**src/rtl/if_id_buffer.sv**
```systemverilog
// IF/ID decoupling buffer: a small FIFO of fetched {instr, pc} pairs between
// the fetch and decode stages. The head entry is presented to ID from
// registered storage, and an EX redirect discards everything in flight.
// Optional build macro: IFID_PERF_CNT_EN adds saturating stall/flush counters.
module if_id_buffer #(
    parameter int DEPTH = 2
) (
    input  logic                         clk,
    input  logic                         rst_n,
    input  logic                         i_if_valid,
    input  logic [31:0]                  i_if_instr,
    input  logic [63:0]                  i_if_pc,
    output logic                         o_if_ready,
    input  logic                         i_ex_flush,
    output logic                         o_id_valid,
    output logic [31:0]                  o_id_instr,
    output logic [63:0]                  o_id_pc,
    input  logic                         i_id_ready,
    output logic [$clog2(DEPTH+1)-1:0]   o_occupancy
`ifdef IFID_PERF_CNT_EN
    ,
    output logic [31:0]                  o_stall_cnt,
    output logic [15:0]                  o_flush_cnt
`endif
);

    localparam int          PTR_W = $clog2(DEPTH);
    localparam int          CNT_W = $clog2(DEPTH + 1);
    localparam logic [31:0] NOP   = 32'h0000_0013;  // addi x0, x0, 0

    typedef struct packed {
        logic [31:0] instr;
        logic [63:0] pc;
    } entry_t;

    // Pointer arithmetic relies on natural wrap, so DEPTH must be a power of two.
    if (!(DEPTH == 2 || DEPTH == 4 || DEPTH == 8)) begin : g_bad_depth
        $error("if_id_buffer: DEPTH must be 2, 4 or 8");
    end

    entry_t             mem_q [DEPTH];
    logic [PTR_W-1:0]   wr_ptr_q, wr_ptr_d;
    logic [PTR_W-1:0]   rd_ptr_q, rd_ptr_d;
    logic [CNT_W-1:0]   count_q,  count_d;
    logic               if_ready;
    logic               id_valid;
    logic               push;
    logic               pop;

    // Handshake flags derive from registered occupancy only, so i_id_ready
    // never reaches o_if_ready combinationally; a full buffer that is popped
    // reopens on the following cycle.
    assign if_ready = (count_q < CNT_W'(DEPTH));
    assign id_valid = (count_q != '0);

    // Next-state for pointers and occupancy; flush overrides any push/pop.
    always_comb begin
        // NOTE: every always_comb output gets a default first so no path leaves it unassigned (no latch).
        wr_ptr_d = wr_ptr_q;
        rd_ptr_d = rd_ptr_q;
        count_d  = count_q;
        push     = i_if_valid & if_ready & ~i_ex_flush;
        pop      = id_valid & i_id_ready & ~i_ex_flush;
        if (i_ex_flush) begin
            wr_ptr_d = '0;
            rd_ptr_d = '0;
            count_d  = '0;
        end else begin
            if (push) wr_ptr_d = wr_ptr_q + 1'b1;
            if (pop)  rd_ptr_d = rd_ptr_q + 1'b1;
            unique case ({push, pop})
                2'b10:   count_d = count_q + 1'b1;
                2'b01:   count_d = count_q - 1'b1;
                default: count_d = count_q;
            endcase
        end
    end

    // Control state register.
    always_ff @(posedge clk or negedge rst_n) begin
        // NOTE: sequential state uses non-blocking assignments so all flops update together at the edge.
        if (!rst_n) begin
            wr_ptr_q <= '0;
            rd_ptr_q <= '0;
            count_q  <= '0;
        end else begin
            wr_ptr_q <= wr_ptr_d;
            rd_ptr_q <= rd_ptr_d;
            count_q  <= count_d;
        end
    end

    // Entry storage written at the tail on each accepted push.
    always_ff @(posedge clk) begin
        // NOTE: storage is deliberately not reset; entries are masked by id_valid until written.
        if (push) mem_q[wr_ptr_q] <= '{instr: i_if_instr, pc: i_if_pc};
    end

    assign o_if_ready  = if_ready;
    assign o_id_valid  = id_valid;
    assign o_id_instr  = id_valid ? mem_q[rd_ptr_q].instr : NOP;
    assign o_id_pc     = id_valid ? mem_q[rd_ptr_q].pc    : 64'h0;
    assign o_occupancy = count_q;

`ifdef IFID_PERF_CNT_EN
    logic [31:0] stall_cnt_q, stall_cnt_d;
    logic [15:0] flush_cnt_q, flush_cnt_d;

    // Saturating counters: fetch stalls on a full buffer, flushes that discard work.
    always_comb begin
        stall_cnt_d = stall_cnt_q;
        flush_cnt_d = flush_cnt_q;
        if (i_if_valid && !if_ready && stall_cnt_q != '1) stall_cnt_d = stall_cnt_q + 1'b1;
        if (i_ex_flush && id_valid && flush_cnt_q != '1)  flush_cnt_d = flush_cnt_q + 1'b1;
    end

    // Counter registers.
    always_ff @(posedge clk or negedge rst_n) begin
        if (!rst_n) begin
            stall_cnt_q <= '0;
            flush_cnt_q <= '0;
        end else begin
            stall_cnt_q <= stall_cnt_d;
            flush_cnt_q <= flush_cnt_d;
        end
    end

    assign o_stall_cnt = stall_cnt_q;
    assign o_flush_cnt = flush_cnt_q;
`endif

endmodule

```
**config.mk**
```make
export PLATFORM = sky130hd
export DESIGN_NAME = if_id_buffer
export DESIGN_NICKNAME = d
export VERILOG_FILES = /design/src/rtl/if_id_buffer.sv
export SDC_FILE = /design/constraint.sdc
export NUM_CORES = 1
export LEC_CHECK = 0
export CAP_MARGIN = 0
export CELL_PAD_IN_SITES_DETAIL_PLACEMENT = 0
export CELL_PAD_IN_SITES_GLOBAL_PLACEMENT = 1
export CORE_ASPECT_RATIO = 0.9
export CORE_MARGIN = 2
export CORE_UTILIZATION = 43
export DETAILED_ROUTE_END_ITERATION = 10
export GPL_TIMING_DRIVEN = 0
export PLACE_DENSITY = 0.81
export SYNTH_ARGS = -nofsm -noshare
export SYNTH_HDL_FRONTEND = slang
export SYNTH_SLANG_ARGS = --single-unit
```
**constraint.sdc**
```tcl
create_clock -name clk -period 20.8 [get_ports clk]
set_clock_uncertainty 0.05 [all_clocks]
set_input_delay 4.16 -clock clk [delete_from_list [all_inputs] [get_ports clk]]
set_output_delay 4.16 -clock clk [all_outputs]
set_load 0.02 [all_outputs]
```
==> flow_summary.yaml, run 1 <==
status:
  status: "completed"
synthesis:
  synthTopCellsByArea: "edfxtp_1 77%, mux2i_1 13%, nor2_1 4.8%"
  synth_cell_type_count: 22
  ys_seq_area_share_pct: 78.3
  yosys_warnings: 0
  synth_top_area_cell: "edfxtp_1"
  syn-num-nets: 529
  syn_inst: 428
  synth_area_per_cell_sq_um: 17.5
  syn-cell-area_sq_um: 7490
  synth_top_cell_area_share_pct: 77.0
  ys_ff_latch: 196
sta:
  grt_setup_unrepaired: "false"
  finalSetupViolations: 0
  tns_ns: 0
  period_minus_slack_ns: 6.45
  post-route-period-util_pct: 31.0
  slew_headroom_pct: 64.0
  timing.fmax_ghz: 0.155
  tightest_slew_ns: 0.536
  hold_viol_final: 0
  slew_violations: 0
  worst_hold_slack_ns: 0.533
setup_path:
  reg2reg_from: "o_occupancy[1]"
  reg2reg_slack_ns: 18.46
  cp.buffers_inverters: 3
  path_max_fanout: 10
  cp_slowest_stage_delay_ns: 0.56
  reg2reg_to: "mem_q[1][20]"
  endpoint_kind: "primary output"
  cp_cell_sequence: "nor2_2, buf_4, buf_2, nor2_1, clkdlybuf4s50_1"
  start_kind: "register"
  worstSetupStartpoint: "o_occupancy[1]"
  worst_ep_required_time_ns: 16.59
  slowest_stage: "clkdlybuf4s50_1"
  path_class: "register to primary output"
  cp_num_cells: 5
  critPathArrivalTime_ns: 2.24
  crit_end: "o_id_pc[35]"
  worstRegToRegCells: 7
  critPathTopFamily: "buffers and inverters"
placed_design:
  place_congestion: 0.757
  dpl.hpwl_mm: 11.0
  place_inst: 883
  io_buffers: 200
floorplanning:
  die_area_sq_um: 18500
  io-pin-count: 201
  die_w_microns: 143
  core_area_sq_um: 16900
  start_util_pct: 44.2
  die_h_microns: 129
  rows: 45
clock_network:
  path_clk_slew_ns: 0.06
  insertion_delay_ns: 0.42
  clockBufferDepth: 2
  cts_num_sinks: 196
  root_buffer: "clkbuf_16"
  post_cts_buffers: 0
  htree_levels: 4
  cts_buffers: 17
  cts_hold_buf: 0
  cts_tree: "done"
  cts-resized-gates: 0
routing:
  wire_per_inst_microns: 16.7
  wl_mm: 15.2
  drt_iter0_markers: 241
  vias_per_cell: 4.74
  first_pass_iters: 4
  drc: 0
  vias: 4334
  ant_nets: 0
grt:
  grtUsageTotal_pct: 16.9
  antenna_found_initial: 0
  grt_max_degree: 18
  grt_remaining_overflow: 0
  grt_pass1_vias: 4455
  grt_pass1_wl_mm: 23.3
layout:
  nets: 768
  n_fill_cell: 1244
  final_core_util_pct: 62.6
  diodes: 0
  synthToLayoutAreaGrowth_pct: 41.7
  mostFrequentLayoutCells: "200 x clkdlybuf4s50_1, 192 x edfxtp_1, 96 x mux2i_1, 95 x nor2_1"
  ff_latch_area_sq_um: 5870
  multi_input_area_sq_um: 1440
  layout_commonest_cell: "clkdlybuf4s50_1"
  stdcell_count: 915
  drive_above_1_share_pct: 10.9
power_and_ir_drop:
  power.leakage_nw: 3.53
  pwr-share-comb_pct: 13.5
  p_sw_share_pct: 22.8
  clkPwrFrac_pct: 35.6
  power.density_nw_per_um2: 84.3
  total_power_uw: 894
  p_int_uw: 691
  net-switching-power_uw: 204
  vdd_ir_drop_max_mv: 0.0894
  seq_power_share_pct: 50.9
flow_run:
  maxCapViolCount: 0
hold_path:
  holdCritPathClass: "register to register"
per-layer routing:
metal | share of wire [%] | GRT usage, % | vias up
li1 | - | - | 2061
met1 | 43 | 21.3 | 2098
met2 | 49 | 28.2 | 159
met3 | 7.1 | 5.21 | 16
met4 | 1.3 | 5.47 | 0
met5 | 0 | 0 | -
through the flow:
stage          worst slack [ns]  instance area (sq um)
5_1_grt                   14.21                  10600
3_3_place_gp               4.68                   9780
2_1_floorplan              8.88                   7490
3_5_place_dp              14.24                  10000
4_1_cts                   14.29                  10600
6_report                  14.35                  10600
worst min-delay path by stage:
stage	startpoint	to	slack [ns]	depth (start not counted)
2_1_floorplan	wr_ptr_q	wr_ptr_q	0.47	2
3_3_place_gp	wr_ptr_q	wr_ptr_q	0.49	2
3_5_place_dp	wr_ptr_q	wr_ptr_q	0.52	2
4_1_cts	wr_ptr_q	wr_ptr_q	0.54	2
5_1_grt	wr_ptr_q	wr_ptr_q	0.59	2
6_report	wr_ptr_q	wr_ptr_q	0.53	2
Yosys cell counts (all sizes together):
master  number
inv          2
o21ai        2
nor2        96
buf         21
edfxtp     192
xor2         2
nor3         1
a21oi        2
nor3b        1
nor2b        2
mux2         1
mux2i       96
nand2        4
dfrtp        4
nand2b       2
state kept, by name, indices dropped and copies added (netlist names):
| name | flops |
|---|---|
| o_occupancy | 2 |
| wr_ptr_q | 1 |
| rd_ptr_q | 1 |
| mem_q | 192 |
power groups by stage:
stage	Clock (mW)	Combinational, mW	Sequential (mW)
after CTS	0.327	0.123	0.455
final	0.318	0.121	0.455
after detailed placement	0	0.122	0.464
after floorplan	0	0.0579	0.467
after global routing	0.344	0.130	0.456
after global placement	0	0.115	0.469
worst min-delay path, stage by stage (launching register included):
cell     delay, ns
dfrtp_1       0.39
xor2_1        0.08
nor2_1        0.08
kinds of logic after synthesis:
family | count (synthesis) | synth area share, %
AO/OA/AOI/OAI | 4 | 0.267
XOR/XNOR | 2 | 0.234
flip-flops | 196 | 78.3
buffers and inverters | 23 | 2.52
AND/OR/NAND/NOR | 106 | 5.65
multiplexers | 97 | 13.0
layout make-up:
cell class | count | area share [%]
flip-flops and latches | 196 | 55.3
repair buffers | 220 | 21.1
multi-input cells | 209 | 13.6
clock buffers | 18 | 4.05
well taps | 235 | 2.77
plain buffers | 21 | 1.71
clock inverters | 14 | 1.38
inverters | 2 | 0.0708
No activity file was read; power rests on OpenSTA's default activity.
==> run 2: changes to the inputs <==
- CORE_UTILIZATION: 43 -> 36
- PLACE_DENSITY: 0.81 -> 0.72
- clock period: 20.8 -> 5.3 ns (I/O delays scaled with it)
==> flow_summary.yaml, run 2 (same netlist as run 1, synthesis figures left out) <==
clock_network:
  path_clk_slew_ns: 0.07
  post_cts_buffers: 0
  root_buffer: "clkbuf_16"
  cts-resized-gates: 0
  insertion_delay_ns: 0.42
  cts_num_sinks: 196
  cts_tree: "done"
  htree_levels: 4
  cts_buffers: 17
  clockBufferDepth: 2
  cts_hold_buf: 0
sta:
  post-route-period-util_pct: 63.5
  slew_violations: 0
  slew_headroom_pct: 40.0
  finalSetupViolations: 0
  grt_setup_unrepaired: "false"
  tightest_slew_ns: 0.898
  period_minus_slack_ns: 3.37
  timing.fmax_ghz: 0.297
  worst_hold_slack_ns: 0.622
  hold_viol_final: 0
routing:
  vias: 4312
  drc: 0
  first_pass_iters: 5
  ant_nets: 0
  wire_per_inst_microns: 16.6
  vias_per_cell: 4.63
  wl_mm: 15.5
  drt_iter0_markers: 195
power_and_ir_drop:
  power.density_nw_per_um2: 332
  net-switching-power_uw: 862
  p_sw_share_pct: 24.3
  pwr-share-comb_pct: 13.6
  p_int_mw: 2.69
  power.leakage_nw: 3.54
  total_power_mw: 3.55
  seq_power_share_pct: 50.3
  vdd_ir_drop_max_mv: 0.175
  clkPwrFrac_pct: 36.1
floorplanning:
  die_area_sq_um: 22000
  die_w_microns: 156
  start_util_pct: 36.4
  die_h_microns: 141
  io-pin-count: 201
  core_area_sq_um: 20600
  rows: 50
setup_path:
  path_class: "register to primary output"
  reg2reg_slack_ns: 2.94
  endpoint_kind: "primary output"
  worst_ep_required_time_ns: 4.19
  path_max_fanout: 10
  critPathArrivalTime_ns: 2.26
  start_kind: "register"
layout:
  layout_commonest_cell: "clkdlybuf4s50_1"
  largest_reg_flops: 192
  diodes: 0
  regMostFlops: "mem_q"
  mostFrequentLayoutCells: "200 x clkdlybuf4s50_1, 192 x edfxtp_1, 96 x mux2i_1, 95 x nor2_1, 17 x clkbuf_16"
  drive_above_1_share_pct: 9.67
  synthToLayoutAreaGrowth_pct: 42.9
  nets: 760
flow_run:
  maxCapViolCount: 0
status:
  status: "completed"
placed_design:
  dpl.hpwl_mm: 10.9
  io_buffers: 200
  place_congestion: 0.737
grt:
  grtUsageTotal_pct: 14.7
  grt_pass1_vias: 4668
  grt_remaining_overflow: 0
  grt_pass1_wl_mm: 24.4
  grt_max_degree: 20
  antenna_found_initial: 0
hold_path:
  holdCritPathClass: "register to register"
run 2: cell count changes in the layout (fill, tap and decap cells not counted), sizes merged:
cell	delta
buf	-8
bufinv	-1
clkbuf	-1
clkinv	+3
clkinvlp	-3
inv	+2
run 2: worst paths after layout:
| kind | startpoint | to | cells after the start |
|---|---|---|---|
| worst max-delay path | o_occupancy[1] | o_id_instr[28] | 5 |
| worst min-delay path | o_occupancy[1] | o_occupancy[1] | 2 |
| worst max register to register | o_occupancy[1] | mem_q[1][13] | 5 |
| worst min register to register | o_occupancy[1] | o_occupancy[1] | 2 |
| max in group asynchronous | rst_n | o_occupancy[0] | 1 |
| min in group asynchronous | rst_n | wr_ptr_q | 1 |
run 2: final cells by class:
cell class,count,area [sq um]
fillers,1703,9890
repair buffers,212,2270
clock inverters,15,170
well taps,260,325
multi-input cells,209,1460
clock buffers,17,425
inverters,2,7.51
plain buffers,21,181
flip-flops and latches,196,5870
run 2: worst max-delay path, stage by stage (launching register included):
cell,delay (ns)
dfrtp_1,0.46
nor2_2,0.22
buf_4,0.25
buf_2,0.26
nor2_1,0.09
clkdlybuf4s50_1,0.56
run 2: power by group through the flow:
| stage | clock (mW) | sequential (mW) | combinational (mW) |
|---|---|---|---|
| after floorplan | 0 | 1.82 | 0.229 |
| after CTS | 1.32 | 1.79 | 0.490 |
| after global routing | 1.39 | 1.79 | 0.519 |
| after detailed placement | 0 | 1.82 | 0.488 |
| final | 1.28 | 1.79 | 0.482 |
| after global placement | 0 | 1.83 | 0.455 |
run 2: stage by stage:
step | area (sq um) | std cells | util, % | setup slack [ns] | setup TNS (ns)
finish | 10700 | 932 | 52.0 | 1.93 | 0
global route | 10700 | 932 | 52.0 | 1.76 | 0
CTS | 10700 | 932 | 52.0 | 1.84 | 0
detailed placement | 10100 | 900 | 49.1 | 1.83 | 0
global placement | 9840 | 888 | 47.8 | -0.693 | -110.28
floorplan | 7510 | 428 | - | 1.20 | 0
run 2: layer usage:
| metal | share of wire (%) | global-route usage, % | up-vias |
|---|---|---|---|
| met5 | 0 | 0 | - |
| met4 | 2.0 | 5.75 | 0 |
| met3 | 6.2 | 4.27 | 25 |
| met2 | 50 | 24.5 | 137 |
| met1 | 42 | 18.1 | 2097 |
| li1 | - | - | 2053 |
==> edit 1 (config.mk and constraints of run 2) <==
The parameter `DEPTH` goes from 2 to 4.
--- a/src/rtl/if_id_buffer.sv
+++ b/src/rtl/if_id_buffer.sv
@@ -4,5 +4,5 @@
 // Optional build macro: IFID_PERF_CNT_EN adds saturating stall/flush counters.
 module if_id_buffer #(
-    parameter int DEPTH = 2
+    parameter int DEPTH = 4
 ) (
     input  logic                         clk,
Ports: changed (resized o_occupancy); port bits go from 201 to 202. The function was not compared with the original's and may differ.
==> edit 1 against run 2 <==
- count of clock-buffer cells in the layout rose by 36
- power rose by 110%
- sequential cell count rose by 195
- fmax fell by 24%
- hold slack got worse by 92 ps
- routed wire length rose by 100%
- cell count rose by 60%
- global-route usage rose by 0.10 points
- final area rose by 79%
- synthesized cell count rose by 57%
- area after synthesis rose by 100%
- setup slack got worse by 1100 ps
- die area rose by 97%
- largest power group unchanged
- highest routed layer is now met5
==> edit 1: results <==
[logic_synthesis]
syn-num-nets = 777
synth-seq-area-share_pct = 78.1
yosys_most_used_dff = edfxtp_1
synth_common_cells = edfxtp_1, and2_1, mux4_2
synth-edff-count = 384
yosys_warnings = 0
syn_inst = 671
synthXorXnorAreaFrac_pct = 0.234
synth_compound_area_share_pct = 0.443
synthMuxAreaShare_pct = 14.5
ys_types = 27
synthTopCellsByArea = edfxtp_1, mux4_2, and2_1
synth-adder-area-share_pct = 0.468
async_flop_share_pct = 1.79

[grt]
grt_usage_pct = 14.8
grt_max_degree = 54
antenna_found_initial = 3
grt_first_pass_wirelength_mm = 47.2
grt_pass1_vias = 7653

[clock_network]
cts_resized = 0
clockRootBuffer = clkbuf_16
cts_made_buffers = 41
cts_setup_buffers = 0
clk_pin_slew_ps = 60
cts_buffer_depth = 3
htree_levels = 2
clk_latency_ps = 540

[placement]
dp_slack_ps = 1360
place_congestion = 0.688
place_hpwl_mm = 19.3
placed_area_mm2 = 0.0178
dp_cells = 1417
io_buffers = 200

[finish]
drive_gt1_share_pct = 18.9
layout.nets = 1026
stdcell_count = 1490
largest_register = mem_q
antenna_cells = 0
largest_reg_flops = 384
fillCellCount = 3476

[setup_path]
slowest_delay_ps = 650
cp_max_fo = 10
slowest_stage = clkdlybuf4s50_1
crit_family = buffers and inverters
cp.arrival_ps = 3320

[worst_hold_path]
min_path_type = register to register

[pwr]
p_leak_nw = 6.05
ir_drop_v = 0.000380

[routing]
viasPerCell = 4.86
wl_per_cell_um = 21.2
dr.pass1.iters = 4
drt_iter0_markers = 427

[timing]
worst_slew_pin_slew_ps = 766

[run_status]
outcome = completed
edit 1: changes by cell type in the layout (fill, tap and decap cells not counted), sizes merged, moves of 10 or more:
| cell | before | now |
|---|---|---|
| nor2 | 96 | 5 |
| and2 | 0 | 97 |
| mux4 | 0 | 96 |
| clkbuf | 17 | 72 |
| mux2i | 96 | 1 |
| buf | 33 | 23 |
| edfxtp | 192 | 384 |
edit 1: layout make-up:
class / instances / area [um^2] / share of cell area, %
Timing Repair Buffer: 206 / 2160 / 11.3
Buffer: 36 / 189 / 0.988
Multi-Input combinational cell: 240 / 3080 / 16.1
Inverter: 4 / 15.0 / 0.0785
Clock inverter: 20 / 178 / 0.929
Clock buffer: 53 / 1120 / 5.87
Tap cell: 540 / 676 / 3.53
Sequential cell: 391 / 11700 / 61.2
edit 1: power breakdown:
group	total [mW]	internal [mW]	switching (mW)
Clock	2.78	1.64	1.14
Combinational	1.22	0.604	0.613
Sequential	3.51	3.49	0.0210
edit 1: final timing paths:
| kind | start | to | slack, ps | cells after the start |
|---|---|---|---|---|
| setup / recovery | o_occupancy[0] | o_id_pc[24] | 870 | 7 |
| hold / removal | wr_ptr_q[1] | wr_ptr_q[1] | 530 | 2 |
| setup reg to reg | o_occupancy[0] | o_occupancy[2] | 2570 | 11 |
| hold reg to reg | wr_ptr_q[1] | wr_ptr_q[1] | 530 | 2 |
| max in group asynchronous | rst_n | o_occupancy[1] | 4210 | 1 |
| min in group asynchronous | rst_n | wr_ptr_q[1] | 740 | 1 |
edit 1: metal layers:
metal / vias up / share of wire, % / GRT usage [%]
met4: 6 / 2.2 / 5.01
met2: 200 / 47 / 23.2
met3: 52 / 6.8 / 4.46
met1: 3750 / 44 / 19.8
met5: - / 0.13 / 0
li1: 3232 / - / -
==> edit 2 (config.mk and constraints of run 2) <==
Without the edit above. Add a define of `IFID_PERF_CNT_EN`.
--- a/src/rtl/if_id_buffer.sv
+++ b/src/rtl/if_id_buffer.sv
@@ -3,4 +3,6 @@
 // registered storage, and an EX redirect discards everything in flight.
 // Optional build macro: IFID_PERF_CNT_EN adds saturating stall/flush counters.
+`define IFID_PERF_CNT_EN
+
 module if_id_buffer #(
     parameter int DEPTH = 2
Formal check against the unedited RTL (old outputs only; new: o_flush_cnt and o_stall_cnt): equivalent (Yosys induction, for registers that start in step).
==> edit 2 against run 2 <==
- die area increased by 28%
- routed wire length increased by 44%
- critical path depth increased by 1
- sequential cell count increased by 48
- final area increased by 28%
- cell count increased by 39%
- count of clock-buffer cells in the layout increased by 14
- setup slack got worse by 1100 ps
- sequential power increased by 24%
- power increased by 25%
- first-iteration DRC count increased by 69%
- hold slack got worse by 190 ps
- area after synthesis increased by 29%
- critical path type unchanged
==> edit 2: results <==
[logic_synthesis]
synthXorXnorAreaFrac_pct = 4.27
synth_common_cells = edfxtp_1, nor2_1, mux2i_1
synthTopCellsByArea = edfxtp_1, dfrtp_1, mux2i_1
async_flop_share_pct = 21.3
syn-num-nets = 743
synth-seq-area-share_pct = 73.2
synth-adder-area-share_pct = 0.259
postSynthAreaPerCell_um2 = 15.1
ys_types = 35

[finish]
stdcell_count = 1298
drive_gt1_share_pct = 6.22
fillCellCount = 2206

[routing]
dr.pass1.iters = 4
drt_iter0_markers = 329
viasPerCell = 4.69
routed_wl_mm = 22.4

[setup_path]
slowest_delay_ps = 680
slowest_stage = buf_1
cp.arrival_ps = 3350

[placement]
place_congestion = 0.792
io_buffers = 248
place_hpwl_mm = 16.0
dp_cells = 1249

[grt]
grt_pass1_vias = 6241
grt_max_degree = 32
grt_first_pass_wirelength_mm = 34.4
grt_usage_pct = 15.7
antenna_found_initial = 4

[clock_network]
cts_buffer_depth = 3
clk_latency_ps = 520
cts_made_buffers = 26
htree_levels = 1

[run_status]
outcome = completed

[pwr]
p_int_mw = 3.36
power_frac_seq_pct = 49.8
ir_drop_v = 0.000306
comb_power_uw = 620
[edit 2: cells by family (layout without fill, tap and decap cells)]
family                   after synthesis  count (layout)
multiplexers                          99              99
XOR/XNOR                              47              47
AO/OA/AOI/OAI                         13              13
buffers and inverters                 31             339
AND/OR/NAND/NOR                      204             204
adder cells (fa/ha/maj)                2               2
flip-flops                           244             244
other                                  0               2
[edit 2: path summary, 6_finish.rpt]
kind	endpoint	from	slack, ps	cells past startpoint
worst max-delay path	o_id_pc[51]	rd_ptr_q	840	6
worst min-delay path	o_stall_cnt[31]	o_stall_cnt[31]	430	1
worst max register to register	mem_q[1][10]	o_occupancy[1]	2810	6
worst min register to register	o_stall_cnt[31]	o_stall_cnt[31]	430	1
max in group asynchronous	o_stall_cnt[26]	rst_n	4200	2
min in group asynchronous	o_stall_cnt[8]	rst_n	450	1
[edit 2: through the flow]
step	power, mW	util, %	TNS (ps)
2_1_floorplan	2.54	-	0
3_3_place_gp	2.86	48.0	-175730
3_5_place_dp	2.88	49.2	0
4_1_cts	4.51	52.1	0
5_1_grt	4.64	52.1	0
6_report	4.45	52.1	0
[edit 2: layout make-up]
| cell class | count | area, um^2 | area share (%) |
|---|---|---|---|
| flip-flops and latches | 244 | 7070 | 51.7 |
| clock inverters | 16 | 85.1 | 0.623 |
| plain buffers | 22 | 91.3 | 0.669 |
| inverters | 9 | 33.8 | 0.247 |
| multi-input cells | 365 | 2480 | 18.2 |
| diodes | 2 | 5.00 | 0.0366 |
| well taps | 348 | 435 | 3.19 |
| repair buffers | 261 | 2790 | 20.4 |
| clock buffers | 31 | 669 | 4.90 |
[edit 2: metal layers]
metal	GRT usage, %	routed length [um]
met5	0	41
met3	7.28	2470
met1	19.7	9430
met4	4.06	541
met2	24.5	9870
